==> src/rtl/alu_result_bcd_conv.sv <==
// ---------------------------------------------------------------------------
// alu_result_bcd_conv
//
// Takes one result from the calculator's 8-bit ALU and turns it into packed
// BCD digits for the display driver. Add/sub results already arrive in BCD
// and pass straight through. Binary mul/div results go through a double-dabble
// engine that processes one source bit per clock.
//
// Ports:
//   clk        rising-edge system clock
//   rst_n      asynchronous active-low reset
//   start      capture op/result/status (ignored while busy)
//   op         00=add, 01=sub, 10=mul, 11=div
//   result     16-bit ALU result word
//   status     carry / borrow / overflow / div0 flag from the ALU
//   busy       high while a binary-to-BCD conversion is running
//   done       one-cycle pulse when digits/rem_digits/neg/err are valid
//   digits     five packed BCD digits, [19:16] is the most significant
//   rem_digits three packed BCD digits of the division remainder
//   neg        subtraction result is negative
//   err        division by zero
// ---------------------------------------------------------------------------
module alu_result_bcd_conv #(
    parameter logic [3:0] ERR_NIBBLE = 4'hE
) (
    input  logic        clk,
    input  logic        rst_n,
    input  logic        start,
    input  logic [1:0]  op,
    input  logic [15:0] result,
    input  logic        status,
    output logic        busy,
    output logic        done,
    output logic [19:0] digits,
    output logic [11:0] rem_digits,
    output logic        neg,
    output logic        err
);

    typedef enum logic [1:0] {
        IDLE,
        CONV_Q,
        CONV_R
    } state_t;

    state_t      state;

    // {bcd[19:0], bin[15:0]}: the binary source is left-aligned in the low
    // half so that its MSB is always shifted out first, whatever its width.
    logic [35:0] shreg;
    logic [4:0]  count;
    logic        is_div;
    logic [7:0]  rem_src;
    logic [35:0] dab;

    // One double-dabble step: correct every BCD digit >= 5, then shift the
    // whole register left so the next binary bit enters the BCD field.
    function automatic logic [35:0] dabble_step(input logic [35:0] v);
        logic [35:0] t;
        t = v;
        for (int i = 0; i < 5; i++) begin
            if (t[16 + 4*i +: 4] >= 4'd5)
                t[16 + 4*i +: 4] = t[16 + 4*i +: 4] + 4'd3;
        end
        return {t[34:0], 1'b0};
    endfunction

    assign dab = dabble_step(shreg);

    // Single FSM with registered outputs. Add/sub/div0 complete straight from
    // IDLE; mul runs 16 steps in CONV_Q, div runs 8 quotient steps in CONV_Q
    // followed by 8 remainder steps in CONV_R.
    always_ff @(posedge clk or negedge rst_n) begin
        if (!rst_n) begin
            state      <= IDLE;
            shreg      <= '0;
            count      <= '0;
            is_div     <= 1'b0;
            rem_src    <= '0;
            busy       <= 1'b0;
            done       <= 1'b0;
            digits     <= '0;
            rem_digits <= '0;
            neg        <= 1'b0;
            err        <= 1'b0;
        end else begin
            done <= 1'b0;
            case (state)
                IDLE: begin
                    if (start) begin
                        neg        <= 1'b0;
                        err        <= 1'b0;
                        rem_digits <= '0;
                        case (op)
                            2'b01: begin
                                digits <= {12'h000, result[7:0]};
                                neg    <= status;
                                done   <= 1'b1;
                            end
                            2'b10: begin
                                shreg  <= {20'h00000, result};
                                count  <= 5'd16;
                                is_div <= 1'b0;
                                busy   <= 1'b1;
                                state  <= CONV_Q;
                            end
                            2'b11: begin
                                if (status) begin
                                    digits <= {5{ERR_NIBBLE}};
                                    err    <= 1'b1;
                                    done   <= 1'b1;
                                end else begin
                                    shreg   <= {20'h00000, result[7:0], 8'h00};
                                    count   <= 5'd8;
                                    is_div  <= 1'b1;
                                    rem_src <= result[15:8];
                                    busy    <= 1'b1;
                                    state   <= CONV_Q;
                                end
                            end
                            default: begin
                                // Add: d2 carries the ALU carry, d1..d0 the BCD sum.
                                digits <= {8'h00, 3'b000, status, result[7:0]};
                                done   <= 1'b1;
                            end
                        endcase
                    end
                end

                CONV_Q: begin
                    shreg <= dab;
                    count <= count - 5'd1;
                    if (count == 5'd1) begin
                        if (is_div) begin
                            // Quotient is at most 255, so only three digits matter.
                            digits <= {8'h00, dab[27:16]};
                            shreg  <= {20'h00000, rem_src, 8'h00};
                            count  <= 5'd8;
                            state  <= CONV_R;
                        end else begin
                            digits <= dab[35:16];
                            done   <= 1'b1;
                            busy   <= 1'b0;
                            state  <= IDLE;
                        end
                    end
                end

                CONV_R: begin
                    shreg <= dab;
                    count <= count - 5'd1;
                    if (count == 5'd1) begin
                        rem_digits <= dab[27:16];
                        done       <= 1'b1;
                        busy       <= 1'b0;
                        state      <= IDLE;
                    end
                end

                default: begin
                    state <= IDLE;
                    busy  <= 1'b0;
                end
            endcase
        end
    end

endmodule

==> config.mk <==
export PLATFORM = sky130hd
export DESIGN_NAME = alu_result_bcd_conv
export DESIGN_NICKNAME = d
export VERILOG_FILES = /design/src/rtl/alu_result_bcd_conv.sv
export SDC_FILE = /design/constraint.sdc
export NUM_CORES = 1
export LEC_CHECK = 0
export CORE_UTILIZATION = 30
export DETAILED_ROUTE_END_ITERATION = 10
export DONT_BUFFER_PORTS = 1
export PLACE_DENSITY = 0.51
export SETUP_SLACK_MARGIN = 0.3
export SYNTH_ARGS = -nofsm -noshare
export SYNTH_HDL_FRONTEND = slang
export SYNTH_SLANG_ARGS = --single-unit
==> constraint.sdc <==
create_clock -name clk -period 3.2 [get_ports clk]
set_input_delay 0.64 -clock clk [delete_from_list [all_inputs] [get_ports clk]]
set_output_delay 0.64 -clock clk [all_outputs]
set_load 0.02 [all_outputs]
; Word level (Yosys, flattened, before mapping)
; Cells that the tools add are included.
[totals]
ff_bits = 88
latchBits = 0
mem_bits_rw = 0
mem_bits_ro = 0
output_inout_bits = 36
wordCells = 101
memories = 0
[classes]
n_addsub = 6
mul = 0
div_mod_pow = 0
order_cmp = 5
eq_ne = 15
n_shift = 0
n_mux = 50
bitwise = 1
n_reduce_logical = 13
[ops]
columns = operator, count
row1 = 36-bit 2-to-1 mux, 4
row2 = 36-bit one-hot mux with 3 select lines, 1
row3 = 20-bit 2-to-1 mux, 4
row4 = 36-bit one-hot mux with 2 select lines, 1
row5 = 20-bit one-hot mux with 3 select lines, 1
row6 = 20-bit one-hot mux with 2 select lines, 1
row7 = 12-bit 2-to-1 mux, 2
row8 = 12-bit one-hot mux with 2 select lines, 1
row9 = 4-bit by 3-bit greater-or-equal comparator with 1-bit output (second input constant), 5
row10 = 5-bit 2-to-1 mux, 4
row11 = 4-bit by 2-bit adder with 4-bit output (second input constant), 4
row12 = 4-bit 2-to-1 mux, 4
row13 = 5-bit one-hot mux with 3 select lines, 1
row14 = 1-bit 2-to-1 mux, 12
row15 = 2-bit != test (second input constant), 6
row16 = 4-bit AND reduction, 3
row17 = 2-bit 2-to-1 mux, 5
row18 = 5-bit one-hot mux with 2 select lines, 1
row19 = 5-bit AND reduction, 2
row20 = 2-bit equality test (second input constant), 3
row21 = 3-bit != test (second input constant), 2
row22 = 1-bit one-hot mux with 2 select lines, 3
row23 = 1-bit one-hot mux with 3 select lines, 2
row24 = 2-bit one-hot mux with 3 select lines, 1
row25 = other kinds (14), 17

; Longest topological paths before layout
[depth]
depth_word = 5
ltp_mapped = 9

; Least setup slack after synthesis
; Ideal clock, no wire load.
[synth_timing]
kind = reg2reg
startpoint = register state[0]
endpoint = register shreg[23]
setup_time_ns = 0.078
t_arrival_ns = 1.897
setup_slack_ns = 1.225
path_stages_with_launch = 7
n_path_buf = 1
path_cell_list = dfrtp_1 > inv_1 > ha_1 > clkinv_1 > or4b_1 > buf_2 > o2bb2ai_1
[synth_via]
elab_chain_cells = 3
elab_cells_between_ends = 9
cone_classes = eq/ne (5) / mux (1) / reduce/logical (3)
[synth_lines]
columns = item, line_no
row1 = start: declaration, 46  ; state_t state;
row2 = start signal: assignment, 75  ; state <= IDLE;
row3 = start signal: assignment, 105  ; state <= CONV_Q;
row4 = start signal: assignment, 118  ; state <= CONV_Q;
row5 = "2-bit equality test, or another cell as far along", 88  ; case (state)
row6 = "3-bit nonzero test (no source line), or another cell as far along", n/a
row7 = 4-bit AND reduction (no source line), n/a
row8 = end signal: assignment, 101  ; shreg <= {20'h00000, result};
row9 = end signal: assignment, 113  ; shreg <= {20'h00000, result[7:0], 8'h00};
row10 = end signal: assignment, 137  ; shreg <= {20'h00000, rem_src, 8'h00};
row11 = end: declaration, 50  ; logic [35:0] shreg;
; Several ways; a longest one is shown, not always the timed one.
; A chain may end at the register's enable or synchronous reset.

; Worst setup path in the final report
[layout_timing]
startpoint = register state[0]
endpoint = register count[3]
[layout_via]
elab_chain_cells = 3
elab_cells_between_ends = 9
cone_classes = eq/ne (5) / mux (1) / reduce/logical (3)
[layout_lines]
columns = item, line_no
row1 = "2-bit equality test, or another cell as far along", 88
row2 = "3-bit nonzero test (no source line), or another cell as far along", n/a
row3 = 4-bit AND reduction (no source line), n/a
row4 = end signal: assignment, 132  ; count <= count - 5'd1;
row5 = end signal: assignment, 151  ; count <= count - 5'd1;
row6 = end: declaration, 51  ; logic [4:0] count;
; Several ways; a longest one is shown, not always the timed one.

==> impl_metrics.toml <==
[grt]
grt_overflow = 0
grt_max_degree = 89
grt_pass1_vias = 3480
grt_pass1_wl_um = 19300
antenna_found_initial = 0
grtUsageTotal_pct = 15.7

[die]
die_w_um = 126
start_util_pct = 31.3
dieHeight_um = 126
dieArea_mm2 = 0.0159
rows = 44
num_io_pins = 58
core_mm2 = 0.0148

[logic_synthesis]
synth_top_cell_area_share_pct = 47.7
synth_top_area_cell = "dfrtp_1"
synthesis.area_mm2 = 0.00461
ys.flop_type = "dfrtp_1"
avgSynthCellArea_um2 = 10.4
syn_inst = 442
synth_edf_count = 0
ys_seq_area_share_pct = 47.7
ys_async_sr_fraction_pct = 100
syn-num-nets = 481
yosys_warnings = 0
ys_top_cells_by_area = "dfrtp_1, mux2_2, ha_1"
ys_types = 51
ys_seq_elements = 88

[pwr]
sw_frac_of_total_pct = 41.6
pwr-share-clk_pct = 21.7
p_leak_nw = 2.17
internal-power_mw = 2.78
p_sw_mw = 1.98
pwr-share-seq_pct = 38.6
p_per_area_mw_per_mm2 = 929
p_comb_share_pct = 39.8
peakVddDrop_mv = 0.400

[setup_path]
critPathMaxFanout = 23
slowest_stage = "or2_2"
r2r_end = "count[3]$_DFFE_PN0P_"
crit_chain = "inv_1 -> ha_1 -> inv_1 -> a31oi_2 -> or2_2 -> buf_4 -> o32a_1"
max_stage_delay_ns = 0.53
required_ns = 3.48
worstReg2RegStart = "state[0]$_DFFE_PN0P_"
crit_type = "flip-flop to flip-flop"
cp.arrival_ns = 2.88
setup.worst_path.start_class = "flip-flop"
timing.critical_path.mode_cell = "inv_1"
crit_path_end_kind = "flip-flop"
reg2reg_slack_ns = 0.61
reg2reg_depth = 7

[routing]
drc = 0
wl_per_cell_um = 18.7
avgViaCountPerCell = 5.53
dr.pass1.iters = 4
vias = 3470
drtIter0Drc = 194
drt_wl_total_um = 11800
ant_nets = 0

[timing]
relSlewSlack_pct = 46.9
clock.fmax_ghz = 0.385
slew_viol_final = 0
fin_crit_ns = 2.59
hold_viol = 0
timing.final.crit_share_pct = 81.1
finalClockSkew_ns = 0.00712
rsz0062_at_grt = "false"
tns_ns = 0
finalSetupViolations = 0
worstMarginPinSlew_ns = 0.790

[cts]
cts.path.max_buffers = 2
cts_made_buffers = 9
cts_resized = 0
clock-sinks = 88
cts_tree = "done"
cts-root-buf = "clkbuf_16"
cts_setup_buffers = 0
hold_buffers = 1
clkTransAtPathRegs_ns = 0.07
htree_levels = 3
clk_latency_ns = 0.35

[job]
max_cap_viol_count = 0

[hold_path]
hold_path_class = "input pin to async pin"

[finish]
post-route-util_pct = 34.7
synthToLayoutAreaGrowth_pct = 11.0
final_cell_mix = "dfrtp_1, nand2_1, o21ai_0"
num-nets-final = 478
fillers = 1487
final_common_cell = "dfrtp_1"
drive_gt1_share_pct = 15.1
diodes = 0

[place]
gp_congestion = 0.730
portBuffers = 0
dp_hpwl_um = 8540

[run_status]
outcome = "finished, final reports clean"
## registers in the layout, summed over array words and instances (netlist names)
| name | cells |
|---|---|
| count | 5 |
| err | 1 |
| is_div | 1 |
| state | 2 |
| digits | 20 |
| neg | 1 |
| shreg | 36 |
| rem_src | 8 |
| rem_digits | 12 |
| busy | 1 |
| done | 1 |
## synth_stat cells (9+ instances only)
cell type / n
dfrtp_1: 88
mux2_2: 20
a22o_1: 16
nor2_1: 16
clkbuf_1: 12
o31ai_1: 14
o21ai_0: 40
inv_1: 19
o2bb2ai_1: 12
nor3_1: 12
and3_1: 9
buf_2: 10
a21oi_1: 15
nand2_1: 46
ha_1: 17
## cell type report
| class | count | area [um2] | area share [%] |
|---|---|---|---|
| clock buffers | 10 | 239 | 4.66 |
| repair buffers | 12 | 110 | 2.15 |
| flip-flops and latches | 88 | 2200 | 43.0 |
| clock inverters | 6 | 52.6 | 1.03 |
| inverters | 20 | 75.1 | 1.47 |
| multi-input cells | 308 | 2210 | 43.2 |
| well taps | 184 | 230 | 4.49 |
## per-stage QoR
step / hold WS [ns] / instance area, um2 / instances / setup slack [ns] / total power, mW
floorplan: 0.344 / 4610 / 442 / 1.23 / 3.23
global placement: 0.347 / 4800 / 611 / 0.694 / 3.69
detailed placement: 0.347 / 4800 / 611 / 0.635 / 3.73
CTS: 0.212 / 5120 / 628 / 0.621 / 4.81
global route: 0.216 / 5120 / 628 / 0.391 / 5.10
finish: 0.200 / 5120 / 628 / 0.606 / 4.76
## cells by family after synthesis
kind of cell	Yosys count	share of synthesized area, %
flip-flops	88	47.7
XOR/XNOR	3	0.570
adder cells (fa/ha/maj)	17	4.61
buffers and inverters	46	4.42
AND/OR/NAND/NOR	122	13.9
multiplexers	22	5.31
AO/OA/AOI/OAI	144	23.4
## worst max path at each step
stage | from | end | slack [ns] | depth (start not counted)
6_report | state[0]$_DFFE_PN0P_ | count[3]$_DFFE_PN0P_ | 0.61 | 7
5_1_grt | state[1]$_DFFE_PN0P_ | count[4]$_DFFE_PN0P_ | 0.39 | 7
4_1_cts | state[0]$_DFFE_PN0P_ | count[3]$_DFFE_PN0P_ | 0.62 | 7
3_5_place_dp | state[0]$_DFFE_PN0P_ | count[3]$_DFFE_PN0P_ | 0.64 | 7
3_3_place_gp | state[0]$_DFFE_PN0P_ | count[4]$_DFFE_PN0P_ | 0.69 | 7
2_1_floorplan | state[0]$_DFFE_PN0P_ | shreg[23]$_DFFE_PN0P_ | 1.23 | 6
## routing by layer
metal	global-route usage (%)	routed length [um]	part of all wire (%)
met5	0	0	0
met2	24.3	5410	46
met4	5.10	167	1.4
met1	20.8	5600	48
met3	4.93	593	5.0
## power by group through the flow
stage	logic, mW	clock network (mW)	registers (mW)
2_1_floorplan	1.47	0	1.76
3_3_place_gp	1.84	0	1.86
3_5_place_dp	1.87	0	1.86
4_1_cts	1.90	1.06	1.84
5_1_grt	2.10	1.11	1.88
6_report	1.89	1.03	1.83
## critical path, delay by kind of cell, from the launching register on
family	cells	cell delay [ns]
fa+ha+maj	1	0.34
compound gates	2	0.68
flops	1	0.43
simple gates	1	0.53
buf+inv	3	0.54
Power figures use the tool's default switching activity.
